$ cat config.mk
export PLATFORM = sky130hd
export DESIGN_NAME = fetch_controller
export DESIGN_NICKNAME = d
export VERILOG_FILES = /design/src/rtl/fetch_controller.sv
export SDC_FILE = /design/constraint.sdc
export NUM_CORES = 1
export LEC_CHECK = 0
export CAP_MARGIN = 20
export CORE_MARGIN = 2
export CORE_UTILIZATION = 30
export DETAILED_ROUTE_END_ITERATION = 12
export PLACE_DENSITY = 0.67
export REMOVE_ABC_BUFFERS = 1
export SETUP_SLACK_MARGIN = 0.1
export SLEW_MARGIN = 20
export SYNTH_ARGS = -nofsm -noshare
export SYNTH_HDL_FRONTEND = slang
export SYNTH_SLANG_ARGS = --single-unit
export TNS_END_PERCENT = 20
$ cat constraint.sdc
create_clock -name clk -period 4.7 [get_ports clk]
set_input_delay 1.41 -clock clk [delete_from_list [all_inputs] [get_ports clk]]
set_output_delay 1.41 -clock clk [all_outputs]
set_load 0.02 [all_outputs]
$ cat src/rtl/fetch_controller.sv
// -----------------------------------------------------------------------------
// fetch_controller
//
// Purpose:
//   Instruction fetch front end. It holds a program counter and presents it to
//   a combinational instruction memory. It also keeps a one-entry output slot
//   (instr / instr_pc / instr_valid) that a decode stage drains through a
//   valid/ready handshake. The block supports start, redirect (branch/jump
//   flush) and halt. With instr_ready held high it delivers one instruction
//   per cycle.
//
// Ports:
//   clk            in   single clock, rising edge
//   reset          in   synchronous, active-high reset
//   start          in   begin fetching at start_addr (ignored while running)
//   start_addr     in   first fetch address
//   imem_addr      out  instruction-memory address (= PC register)
//   imem_instr     in   combinational read data from instruction memory
//   instr          out  registered instruction to decode
//   instr_pc       out  address of instr
//   instr_valid    out  instr / instr_pc hold a valid fetch
//   instr_ready    in   decode accepts instr this cycle
//   redirect       in   taken branch/jump: flush and refetch at redirect_addr
//   redirect_addr  in   branch target
//   halt           in   stop fetching (wins over redirect)
//   busy           out  high while fetching (RUN state)
//
// Optional feature (macro FETCH_PERF_CNT_EN):
//   fetch_count    out  32-bit count of output-slot loads
//   stall_count    out  32-bit count of RUN cycles with a held, unaccepted instr
// -----------------------------------------------------------------------------
module fetch_controller #(
  parameter int unsigned ADDR_BUS_WIDTH    = 13,
  parameter int unsigned INSTRUCTION_WIDTH = 34
) (
  input  logic                         clk,
  input  logic                         reset,
  input  logic                         start,
  input  logic [ADDR_BUS_WIDTH-1:0]    start_addr,
  output logic [ADDR_BUS_WIDTH-1:0]    imem_addr,
  input  logic [INSTRUCTION_WIDTH-1:0] imem_instr,
  output logic [INSTRUCTION_WIDTH-1:0] instr,
  output logic [ADDR_BUS_WIDTH-1:0]    instr_pc,
  output logic                         instr_valid,
  input  logic                         instr_ready,
  input  logic                         redirect,
  input  logic [ADDR_BUS_WIDTH-1:0]    redirect_addr,
  input  logic                         halt,
  output logic                         busy
`ifdef FETCH_PERF_CNT_EN
  ,
  output logic [31:0]                  fetch_count,
  output logic [31:0]                  stall_count
`endif
);

  localparam int unsigned AW = ADDR_BUS_WIDTH;
  localparam int unsigned IW = INSTRUCTION_WIDTH;

  localparam logic [1:0] IDLE   = 2'd0;
  localparam logic [1:0] RUN    = 2'd1;
  localparam logic [1:0] HALTED = 2'd2;

  logic [1:0]    state_q,       state_d;
  logic [AW-1:0] pc_q,          pc_d;
  logic [IW-1:0] instr_q,       instr_d;
  logic [AW-1:0] instr_pc_q,    instr_pc_d;
  logic          instr_valid_q, instr_valid_d;

  // The slot takes a new word only in RUN, when no halt or redirect is
  // present, and when the slot is empty or is being drained this cycle.
  logic load_c;
  assign load_c = (state_q == RUN) && !halt && !redirect &&
                  (!instr_valid_q || instr_ready);

  // State and datapath registers
  always_ff @(posedge clk) begin
    if (reset) begin
      state_q       <= IDLE;
      pc_q          <= '0;
      instr_q       <= '0;
      instr_pc_q    <= '0;
      instr_valid_q <= 1'b0;
    end else begin
      state_q       <= state_d;
      pc_q          <= pc_d;
      instr_q       <= instr_d;
      instr_pc_q    <= instr_pc_d;
      instr_valid_q <= instr_valid_d;
    end
  end

  // Next-state and datapath update
  always_comb begin
    state_d       = state_q;
    pc_d          = pc_q;
    instr_d       = instr_q;
    instr_pc_d    = instr_pc_q;
    instr_valid_d = instr_valid_q;

    case (state_q)
      IDLE, HALTED: begin
        if (start) begin
          state_d       = RUN;
          pc_d          = start_addr;
          instr_valid_d = 1'b0;
        end
      end

      RUN: begin
        // Halt dominates redirect. A word handshaken this same cycle counts
        // as consumed, so dropping the slot here never replays it.
        if (halt) begin
          state_d       = HALTED;
          instr_valid_d = 1'b0;
        end else if (redirect) begin
          pc_d          = redirect_addr;
          instr_valid_d = 1'b0;
        end else if (load_c) begin
          instr_d       = imem_instr;
          instr_pc_d    = pc_q;
          instr_valid_d = 1'b1;
          // Natural wrap modulo 2^AW
          pc_d          = AW'(pc_q + AW'(1));
        end
        // Otherwise the slot is stalled and everything holds
      end

      default: begin
        state_d       = IDLE;
        instr_valid_d = 1'b0;
      end
    endcase
  end

  assign imem_addr   = pc_q;
  assign instr       = instr_q;
  assign instr_pc    = instr_pc_q;
  assign instr_valid = instr_valid_q;
  assign busy        = (state_q == RUN);

`ifdef FETCH_PERF_CNT_EN
  logic        stall_c;
  logic [31:0] fetch_count_q, fetch_count_d;
  logic [31:0] stall_count_q, stall_count_d;

  assign stall_c = (state_q == RUN) && instr_valid_q && !instr_ready;

  // Performance counters, wrapping at 2^32
  always_comb begin
    fetch_count_d = fetch_count_q;
    stall_count_d = stall_count_q;
    if (load_c)  fetch_count_d = 32'(fetch_count_q + 32'd1);
    if (stall_c) stall_count_d = 32'(stall_count_q + 32'd1);
  end

  always_ff @(posedge clk) begin
    if (reset) begin
      fetch_count_q <= '0;
      stall_count_q <= '0;
    end else begin
      fetch_count_q <= fetch_count_d;
      stall_count_q <= stall_count_d;
    end
  end

  assign fetch_count = fetch_count_q;
  assign stall_count = stall_count_q;
`endif

endmodule

======== After elaboration in Yosys (flattened, before gate mapping) ========
Cells that the tools add are included.
operators by class
  bitwise operators ....................... 2
  muxes and demuxes ....................... 13
  add/subtract/negate cells ............... 1
  div/mod/pow operators ................... 0
  equal/unequal tests ..................... 7
  multipliers ............................. 0
  magnitude comparators ................... 0
  shift-type cells ........................ 0
  reduce and logical (&&, ||, !) cells .... 14
operator list
  kind                                                                    count
  13-bit two-way mux                                                      4
  13-bit one-hot mux with 2 select lines                                  1
  13-bit by 1-bit adder with 13-bit output (second input constant)        1
  4-bit AND reduction                                                     2
  2-bit != test (second input constant)                                   3
  1-bit two-way mux                                                       4
  2-bit two-way mux                                                       2
  4-bit by 3-bit != test with 1-bit output (second input constant)        1
  2-bit one-hot mux with 2 select lines                                   1
  2-bit AND reduction                                                     2
  1-bit logical AND                                                       3
  1-bit logical NOT                                                       3
  3-bit by 2-bit != test with 1-bit output (second input constant)        1
  2-bit by 1-bit equality test with 1-bit output (second input constant)  1
  2-bit equality test (second input constant)                             1
  2-bit logical NOT                                                       1
  1-bit NOT                                                               2
  1-bit one-hot mux with 2 select lines                                   1
  2-bit nonzero test                                                      1
  2-bit OR reduction                                                      1
  1-bit logical OR                                                        1
storage, ports and cells
  RAM bits ................................ 0
  memories kept ........................... 0
  input bits .............................. 66
  word-level logic and storage cells ...... 42
  memory bits (read-only) ................. 0
  latch bits .............................. 0
  output and inout bits ................... 62
  bits in registers ....................... 63

======== Longest topological paths before layout ========
Gate-level depths: netlist of run 1.
  depth in word-level cells ............... 8
  mapped depth ............................ 8

======== Worst setup path after synthesis of run 1 ========
Ideal clock, no wire load.
  kind .................................... input -> register
  start point ............................. input port redirect
  end point ............................... register pc_q[9] (netlist: imem_addr[9])
  path slack .............................. 2.107 ns
  stages .................................. 5
  data arrival time ....................... 2.518 ns
  data required time ...................... 4.624 ns
  buffers on the path ..................... 1
  cell sequence ........................... clkbuf_1 nor2_1 a21o_1 or4_1 o22ai_1
on the way
  cells in the longest elaborated chain, start to end .. 5
  elaborated cells on any way between the ends .. 8
  classes of those cells .................. 1 x eq/ne; 3 x mux; 4 x reduce/logical
ends and longest elaborated chain
  element                                                    line  RTL
  from (decl)                                                46    input logic redirect,
  1-bit logical NOT                                          73    assign load_c = (state_q == RUN) && !halt && !redirect &&
  1-bit logical AND (2 in series)                            73
  3-bit by 2-bit != test with 1-bit output (no source line)  -
  4-bit AND reduction (no source line)                       -
  to (signal assigned)                                       86    pc_q <= pc_d;
  to (decl)                                                  65    logic [AW-1:0] pc_q, pc_d;
Parallel ways exist; a longest one is shown, timed or not. The select of a mux whose other input is x is not followed.
A chain may end at the register's enable or synchronous reset.

======== Final worst setup path of run 1 ========
  start point ............................. register state_q[1]
  end point ............................... output port busy
on the way
  cells in the longest elaborated chain, start to end .. 1
ends and longest elaborated chain
  element                                         line  RTL
  from (decl)                                     64    logic [1:0] state_q, state_d;
  from (signal assigned)                          85    state_q <= state_d;
  2-bit by 1-bit equality test with 1-bit output  140   assign busy = (state_q == RUN);
  to (decl)                                       49    output logic busy
Every way passes these cells.

==> reports/results.tsv, run 1 <==
metric	value	unit
root buf cell	clkbuf_8	
fin worst setup slack	1.30	ns
PostCTS Resize Cnt	0	
Fmax	295	MHz
Layout area overhead	55.0	%
I/O pin count	128	
First-pass DRT Iterations	4	
Initial Utilization	0.311	
sequential group share of total power	0.476	
Crit Path Category	flip-flop to primary output	
later-pin clock latency in the skew report	0.35	ns
pre-CTS WS	1.23	ns
grt ovf	0	
largest net degree at the start of global routing	65	
hold crit path type	flip-flop to flip-flop	
Worst Tran Pin Value	0.982	ns
Worst Skew	0.00971	ns
Slew headroom	0.346	
MaxCap Viol Count	0	
DRC viols	0	
top cell family by delay on the critical path	buffers and inverters	
WL/cell	13.9	um
asr flop ratio synth	0	
Placer Congestion	0.770	
CTS tree	built	
status	finished, final reports clean	
clock buffer depth	2	
Max stage delay on crit path	0.68	ns
Post-synth EDFFs	0	
GRT Total Usage	0.163	
Sw Share	0.271	
synth unique cells	39	
synth warn	0	
Synth Register Bits	63	
Data arrival, critical path	1.99	ns
maximum fanout along the worst path	21	
top cells by area, synth	dfxtp_1 46%, nand2_1 15%, a21oi_1 10%	
Final Hold Viols	0	
DIE AREA	9850	um^2
Num Clock Sinks	63	
vias per cell	4.76	
crit path cell chain	nand2b_1, buf_4, inv_2, clkdlybuf4s50_1	
# Post-CTS Setup Buffers	0	
IO buf count	127	
WP data required	3.29	ns
share of cells above drive strength 1	0.0550	
Final Critical Period	3.40	ns
Commonest cells post-synth	110 x nand2_1, 63 x dfxtp_1, 55 x a21oi_1	
Top FF cell, synth	dfxtp_1	
power per cell area	288	nW/um^2
P_leak	0.00144	uW
core region area	8760	um^2
vias in the first global route	2487	
final wirelength	8.06	mm
Comb power frac	0.174	
clock power share	0.349	
Starting DRT DRC Count	71	
initial antenna violation count	0	
RSZ-0062 raised after global routing	false	
Die Span X	99.3	um
CTS clk-pin slew, worst paths	0.07	ns
Setup TNS	0	ns
maximum vdd drop	0.0000947	V
Avg Synthesized Cell Area	7.73	um^2
vias	2768	
sequential area share after synthesis	0.463	
Rows	34	
Synth top area share	0.463	
# nets final	535	
Post-DP HPWL	5.36	mm
first-pass GRT wire length	12.8	mm
cell taking the most area after synthesis	dfxtp_1	
final cycle utilization of the critical path	0.722	
H-tree levels	3	
most frequent cell after synthesis	nand2_1	
Buf/Inv on CP	3	
Hold Buf Count CTS	0	
switching power	330	uW
Max stage delay cell, worst path	clkdlybuf4s50_1	
post-route antenna net violation count	0	
final setup violation count	0	
Max Slew Vio Count	0	
internal power	886	uW
Die H	99.3	um
CP startpoint kind	flip-flop	
Cell Area, Synth	2720	um^2
Worst setup EP type	primary output	
clock buffer count from CTS	9	
# diodes	0	
Mapped Cells	352	
## worst paths after layout
path / from / to / slack (ns) / cells after the start
worst min register to register: instr[6]$_SDFFE_PP0P_ / instr[6]$_SDFFE_PP0P_ / 0.45 / 2
worst max-delay path: state_q[1]$_SDFFE_PP0P_ / busy / 1.30 / 4
worst max register to register: state_q[1]$_SDFFE_PP0P_ / instr[29]$_SDFFE_PP0P_ / 2.37 / 8
worst min-delay path: instr[6]$_SDFFE_PP0P_ / instr[6]$_SDFFE_PP0P_ / 0.45 / 2
## area by class of cell
class | count | area [um^2]
fillers | 856 | 4540
clock buffers | 16 | 170
multi-input cells | 258 | 1340
flip-flops and latches | 63 | 1260
repair buffers | 131 | 1300
well taps | 108 | 135
inverters | 5 | 18.8
## sequential cells by signal, summed over array words and instances (netlist names)
signal and cells:
instr 34, state_q 2, instr_valid 1, imem_addr 13, instr_pc 13
## metrics by stage
stage,total power (uW),hold WS [ns],std cells,area (um^2),utilization
floorplan,674,0.457,326,2610,-
global placement,801,0.441,565,4050,0.462
detailed placement,803,0.446,565,4050,0.462
CTS,1230,0.454,581,4220,0.482
global route,1270,0.475,581,4220,0.482
finish,1220,0.451,581,4220,0.482
## per-layer routing
metal  track usage  share of wire  vias to the layer above
li1              -              -                     1411
met1         0.215           0.46                     1253
met2         0.251           0.45                       94
met3        0.0415          0.071                       10
met4        0.0695          0.017                        0
met5             0              0                        -
## tightest hold or removal path: stages (launching register included)
cell	delay, ns
dfxtp_1	0.30
nand2_1	0.05
a21oi_1	0.05
## layout by cell type (no fill, tap or decap), drive strengths merged, types with 2 or more instances in the layout
cell,n
a21o,2
buf,5
o211ai,7
a2111oi,3
clkbuf,16
o21ai,9
dfxtp,63
clkdlybuf4s50,126
a211oi,6
nand3b,4
and3,2
xor2,5
nor2,20
nor4,3
nand2,110
xnor2,3
nor3,2
nand3,7
a21oi,56
inv,5
mux2i,4
nand2b,5
## cells by family (layout without fill, tap and decap cells)
group / after synthesis / after routing / synth area share
AOI/OAI and AO/OA: 88 / 88 / 0.192
and+or+nand+nor: 157 / 157 / 0.251
buffers and inverters: 31 / 152 / 0.0487
xor gates and xnor gates: 8 / 8 / 0.0257
DFF: 63 / 63 / 0.463
adders and majority gates: 1 / 1 / 0.00459
muxes: 4 / 4 / 0.0147
## power by group through the flow
stage	registers (uW)	logic (uW)	clock network [uW]
final	579	212	425
after global routing	583	230	463
after floorplan	608	66.1	0
after detailed placement	591	212	0
after global placement	591	210	0
after CTS	579	213	434
Power figures use the tool's default switching activity.
==> run 2, diff against run 1 <==
--- a/config.mk
+++ b/config.mk
@@ -9,7 +9,7 @@
 export CORE_MARGIN = 2
 export CORE_UTILIZATION = 30
 export DETAILED_ROUTE_END_ITERATION = 12
-export PLACE_DENSITY = 0.67
+export PLACE_DENSITY = 0.69
 export REMOVE_ABC_BUFFERS = 1
 export SETUP_SLACK_MARGIN = 0.1
 export SLEW_MARGIN = 20
==> constraint.sdc (replaced) <==
create_clock -name clk -period 2.73 [get_ports clk]
set_input_delay 0.819 -clock clk [delete_from_list [all_inputs] [get_ports clk]]
set_output_delay 0.819 -clock clk [all_outputs]
set_load 0.02 [all_outputs]
==> run 2 against run 1 <==
Compared with the run above:
- hold slack better by 0.0012 ns
- wire length is 2.6% lower
- sequential power is 72% higher
- global-route usage is 0.47 points lower
- register-to-register slack worse by 1.8 ns
- non-clock buffer count is 6 higher
- sequential share of layout area is 0.68 points lower
- first-iteration DRC count is 15% lower
- total power is 88% higher
- critical path depth is 2 higher
- sequential cell count stayed put
- critical endpoint is now instr_pc[2]$_SDFFE_PP0P_
==> reports/results.tsv, run 2 (synthesis gave the netlist of run 1 again) <==
metric	value	unit
final setup violation count	0	
CTS clk-pin slew, worst paths	0.07	ns
post-route antenna net violation count	0	
hold path endpoint	instr[26]$_SDFFE_PP0P_	
Buf/Inv on CP	2	
power per cell area	529	nW/um^2
RSZ-0062 raised after global routing	false	
Starting DRT DRC Count	60	
Crit Path Category	input pin to flip-flop	
met1 usage	0.194	
final wirelength	7.84	mm
placed inst area	4100	um^2
max reg flops	34	
Worst setup EP type	flip-flop	
Sw Share	0.249	
PostCTS Resize Cnt	0	
Max stage delay on crit path	0.81	ns
crit path cell chain	clkdlybuf4s50_1, inv_1, a21o_1, nor2_4, nand2_1, a21oi_1	
Die Span X	99.3	um
Max Slew Vio Count	0	
GRT Total Usage	0.158	
CTS tree	built	
Num Clock Sinks	63	
grt ovf	0	
Final Critical Period	2.42	ns
Comb power frac	0.165	
hold depth	2	
R2R depth	7	
final cycle utilization of the critical path	0.886	
most used routing layer	met2	
later-pin clock latency in the skew report	0.34	ns
I/O pin count	128	
initial antenna violation count	0	
CP startpoint kind	input pin	
clock power share	0.400	
P_leak	0.00149	uW
DIE AREA	9850	um^2
share of cells above drive strength 1	0.0731	
# nets final	541	
DRC viols	0	
Layout area overhead	58.6	%
maximum vdd drop	0.000221	V
vias in the first global route	2673	
maximum fanout along the worst path	47	
commonest non-fill, non-tap cells in the layout	126 x clkdlybuf4s50_1, 110 x nand2_1, 63 x dfxtp_1	
WL/cell	13.4	um
Layout fillers	856	
Post-DP HPWL	5.47	mm
Placer Congestion	0.781	
met2 Usage GRT	0.254	
Slew headroom	0.311	
root buf cell	clkbuf_8	
largest net degree at the start of global routing	48	
vias per cell	4.73	
hold crit path type	flip-flop to flip-flop	
switching power	570	uW
Data arrival, critical path	2.69	ns
WP data required	3.00	ns
# diodes	0	
IO buf count	127	
Reg-to-Reg End	instr_pc[2]$_SDFFE_PP0P_	
Tot Pwr	2290	uW
core region area	8760	um^2
first-pass GRT wire length	12.7	mm
Hold Buf Count CTS	0	
H-tree levels	3	
# Post-CTS Setup Buffers	0	
top cell family by delay on the critical path	simple AND/OR/NAND/NOR gates	
pre-CTS WS	-0.0657	ns
Design Area, Final	4320	um^2
grt met3 use	0.0408	
worst hold start	instr[26]$_SDFFE_PP0P_	
R2R setup slack	0.59	ns
vias	2774	
clock buffer depth	2	
Max stage delay cell, worst path	nor2_4	
Die H	99.3	um
clock buffer count from CTS	9	
Rows	34	
Initial Utilization	0.311	
internal power	1720	uW
commonest non-fill, non-tap cell in the layout	clkdlybuf4s50_1	
sequential group share of total power	0.436	
status	finished, final reports clean	
fin worst setup slack	0.311	ns
MaxCap Viol Count	0	
reg2reg start	state_q[1]$_SDFFE_PP0P_	
First-pass DRT Iterations	4	
Worst Tran Pin Value	1.03	ns
Final Hold Viols	0	
Fmax	413	MHz
Worst Skew	0.0115	ns
## run 2: cell count changes in the layout (fill, tap and decap cells not counted), sizes merged
cell    delta
buf        +6
clkinv     +1
clkbuf     -3
bufinv     +2
## run 2: power by group through the flow
stage / registers [uW] / clock network (uW) / logic [uW]
floorplan: 1050 / 0 / 114
global placement: 1020 / 0 / 374
detailed placement: 1020 / 0 / 376
CTS: 996 / 941 / 379
global route: 1000 / 982 / 407
finish: 995 / 914 / 376
## run 2: how the worst max path moves through the flow
stage / end / start / slack [ns] / depth (start not counted)
2_1_floorplan: instr[0]$_SDFFE_PP0P_ / state_q[1]$_SDFFE_PP0P_ / -0.13 / 6
3_3_place_gp: instr_pc[6]$_SDFFE_PP0P_ / instr_ready / -0.04 / 6
3_5_place_dp: instr[5]$_SDFFE_PP0P_ / instr_ready / -0.07 / 6
4_1_cts: instr[5]$_SDFFE_PP0P_ / instr_ready / 0.29 / 6
5_1_grt: instr[10]$_SDFFE_PP0P_ / instr_ready / 0.12 / 6
6_report: instr_pc[2]$_SDFFE_PP0P_ / instr_ready / 0.31 / 6
## run 2: per-layer routing
| layer | up-vias | wire [um] |
|---|---|---|
| li1 | 1421 | - |
| met1 | 1222 | 3410 |
| met2 | 112 | 3580 |
| met3 | 19 | 666 |
| met4 | 0 | 187 |
| met5 | - | 0 |
## run 2: final cells by class
| cell class | instances | area [um^2] | share of cell area |
|---|---|---|---|
| Timing Repair Buffer | 137 | 1340 | 0.311 |
| Multi-Input combinational cell | 258 | 1340 | 0.310 |
| Sequential cell | 63 | 1260 | 0.292 |
| Clock buffer | 13 | 159 | 0.0368 |
| Tap cell | 108 | 135 | 0.0313 |
| Clock inverter | 3 | 65.1 | 0.0151 |
| Inverter | 5 | 18.8 | 0.00435 |
## run 2: per-stage QoR
stage | hold slack, ns | utilization | std cells | TNS [ns]
final | 0.453 | 0.493 | 587 | 0
after global routing | 0.476 | 0.493 | 587 | 0
after CTS | 0.455 | 0.493 | 587 | 0
after detailed placement | 0.446 | 0.467 | 571 | -1.21
after global placement | 0.442 | 0.467 | 571 | -0.390
after floorplan | 0.457 | - | 326 | -6.19
## run 2: worst register-to-register path, cell delays in order, from the launching register on
cell      delay (ns)
dfxtp_1         0.32
nand2b_1        0.16
inv_2           0.07
buf_4           0.24
nand2b_1        0.15
nor2_4          0.79
nand2_1         0.19
a21oi_1         0.15
==> run 3, diff against run 2 <==
--- a/config.mk
+++ b/config.mk
@@ -9,7 +9,7 @@
 export CORE_MARGIN = 2
 export CORE_UTILIZATION = 30
 export DETAILED_ROUTE_END_ITERATION = 12
-export PLACE_DENSITY = 0.69
+export PLACE_DENSITY = 0.67
 export REMOVE_ABC_BUFFERS = 1
 export SETUP_SLACK_MARGIN = 0.1
 export SLEW_MARGIN = 20
==> constraint.sdc (replaced) <==
create_clock -name clk -period 2.6 [get_ports clk]
set_input_delay 0.78 -clock clk [delete_from_list [all_inputs] [get_ports clk]]
set_output_delay 0.78 -clock clk [all_outputs]
set_load 0.02 [all_outputs]
==> run 3 against run 2 <==
Compared with the run above:
- core utilization down 0.071 points
- setup slack worse by 0.0013 ns
- sequential power grew 6%
- total power is 3.6% lower
- clock skew is 0.0018 ns lower
- sequential share of layout area about the same
- critical path depth shrank 5
==> reports/results.tsv, run 3 (synthesis gave the netlist of run 1 again) <==
metric	value	unit
Data arrival, critical path	1.51	ns
Hold Buf Count CTS	0	
status	finished, final reports clean	
Crit Path Category	flip-flop to primary output	
Max Slew Vio Count	0	
power per cell area	511	nW/um^2
commonest non-fill, non-tap cells in the layout	126 x clkdlybuf4s50_1, 110 x nand2_1, 63 x dfxtp_1	
IO buf count	127	
top cell family by delay on the critical path	buffers and inverters	
hold depth	2	
Rows	34	
Max stage delay cell, worst path	clkdlybuf4s50_1	
# diodes	0	
final wirelength	7.97	mm
CP startpoint kind	flip-flop	
Design Area, Final	4310	um^2
core region area	8760	um^2
MaxCap Viol Count	0	
area of the multi-input gates	1340	um^2
hold crit path type	flip-flop to flip-flop	
Final Hold Viols	0	
clock buffer depth	2	
maximum vdd drop	0.000195	V
R2R depth	6	
root buf cell	clkbuf_8	
max reg flops	34	
PostCTS Resize Cnt	0	
initial antenna violation count	0	
Setup TNS	0	ns
GRT Total Usage	0.161	
largest net degree at the start of global routing	37	
DIE AREA	9850	um^2
fin worst setup slack	0.309	ns
Starting DRT DRC Count	77	
Max stage delay on crit path	0.68	ns
crit path cell chain	clkdlybuf4s50_1	
Layout area overhead	58.4	%
Placer Congestion	0.802	
DRC viols	0	
share of cells above drive strength 1	0.0772	
CTS tree	built	
# nets final	544	
first-pass GRT wire length	12.9	mm
Levels on crit path	1	
Worst Tran Pin Value	0.427	ns
vias	2786	
vias per cell	4.75	
First-pass DRT Iterations	4	
later-pin clock latency in the skew report	0.33	ns
grt ovf	0	
CTS clk-pin slew, worst paths	0.06	ns
clock buffer count from CTS	9	
vias in the first global route	2626	
WHS	0.455	ns
pre-CTS WS	0.174	ns
H-tree levels	3	
Register Area	1260	um^2
WL/cell	13.6	um
Die Span X	99.3	um
Layout fillers	864	
Worst setup EP type	primary output	
# Post-CTS Setup Buffers	0	
non-filler cells in the finished layout	587	
commonest non-fill, non-tap cell in the layout	clkdlybuf4s50_1	
Worst Skew	0.00974	ns
WP data required	1.82	ns
post-route antenna net violation count	0	
Initial Utilization	0.311	
Buf/Inv on CP	1	
RSZ-0062 raised after global routing	false	
Num Clock Sinks	63	
Post-DP HPWL	5.71	mm
Slew headroom	0.714	
I/O pin count	128	
P_leak	0.00149	uW
maximum fanout along the worst path	8	
final setup violation count	0	
Final Critical Period	2.29	ns
final cycle utilization of the critical path	0.881	
placed insts	574	
Fmax	437	MHz
Die H	99.3	um
placed inst area	4140	um^2
==> run 3: cell count changes in the layout (fill, tap and decap cells not counted), sizes merged <==
cell	delta
buf	+3
clkbuf	-1
bufinv	-2
==> run 3: layout make-up <==
cell class / count / area share
Clock inverter: 1 / 0.00116
Timing Repair Buffer: 140 / 0.322
Multi-Input combinational cell: 258 / 0.310
Inverter: 5 / 0.00435
Clock buffer: 12 / 0.0383
Sequential cell: 63 / 0.292
Tap cell: 108 / 0.0313
==> run 3: worst paths after layout <==
check / start / to / slack [ns]
worst max-delay path: imem_addr[3]$_SDFFE_PP0P_ / imem_addr[3] / 0.31
worst min-delay path: instr[12]$_SDFFE_PP0P_ / instr[12]$_SDFFE_PP0P_ / 0.45
worst max register to register: imem_addr[0]$_SDFFE_PP0P_ / imem_addr[12]$_SDFFE_PP0P_ / 0.71
worst min register to register: instr[12]$_SDFFE_PP0P_ / instr[12]$_SDFFE_PP0P_ / 0.45
==> run 3: per-stage QoR <==
stage               total power [uW]  utilization
global placement                1470        0.473
CTS                             2240        0.492
floorplan                       1220            -
global route                    2310        0.492
detailed placement              1470        0.473
finish                          2200        0.492
==> run 3: worst reg2reg max path: cells and delay by family (launching register included) <==
kind,cells,cell delay [ns]
xor gates and xnor gates,1,0.10
adders and majority gates,1,0.29
AOI/OAI and AO/OA,2,0.50
DFF,1,0.43
and+or+nand+nor,2,0.44
==> run 3: per-layer routing <==
metal  vias to the layer above  GRT usage  share of wire
met5                         -          0              0
met4                         0     0.0580          0.010
met3                         8     0.0408          0.065
met2                        90      0.263           0.46
met1                      1257      0.206           0.47
li1                       1431          -              -
==> run 3: where the power goes <==
group | internal (uW) | switching (uW) | total, uW
Clock | 407 | 347 | 754
Sequential | 1000 | 44.5 | 1050
Combinational | 216 | 187 | 403
Total | 1620 | 578 | 2200
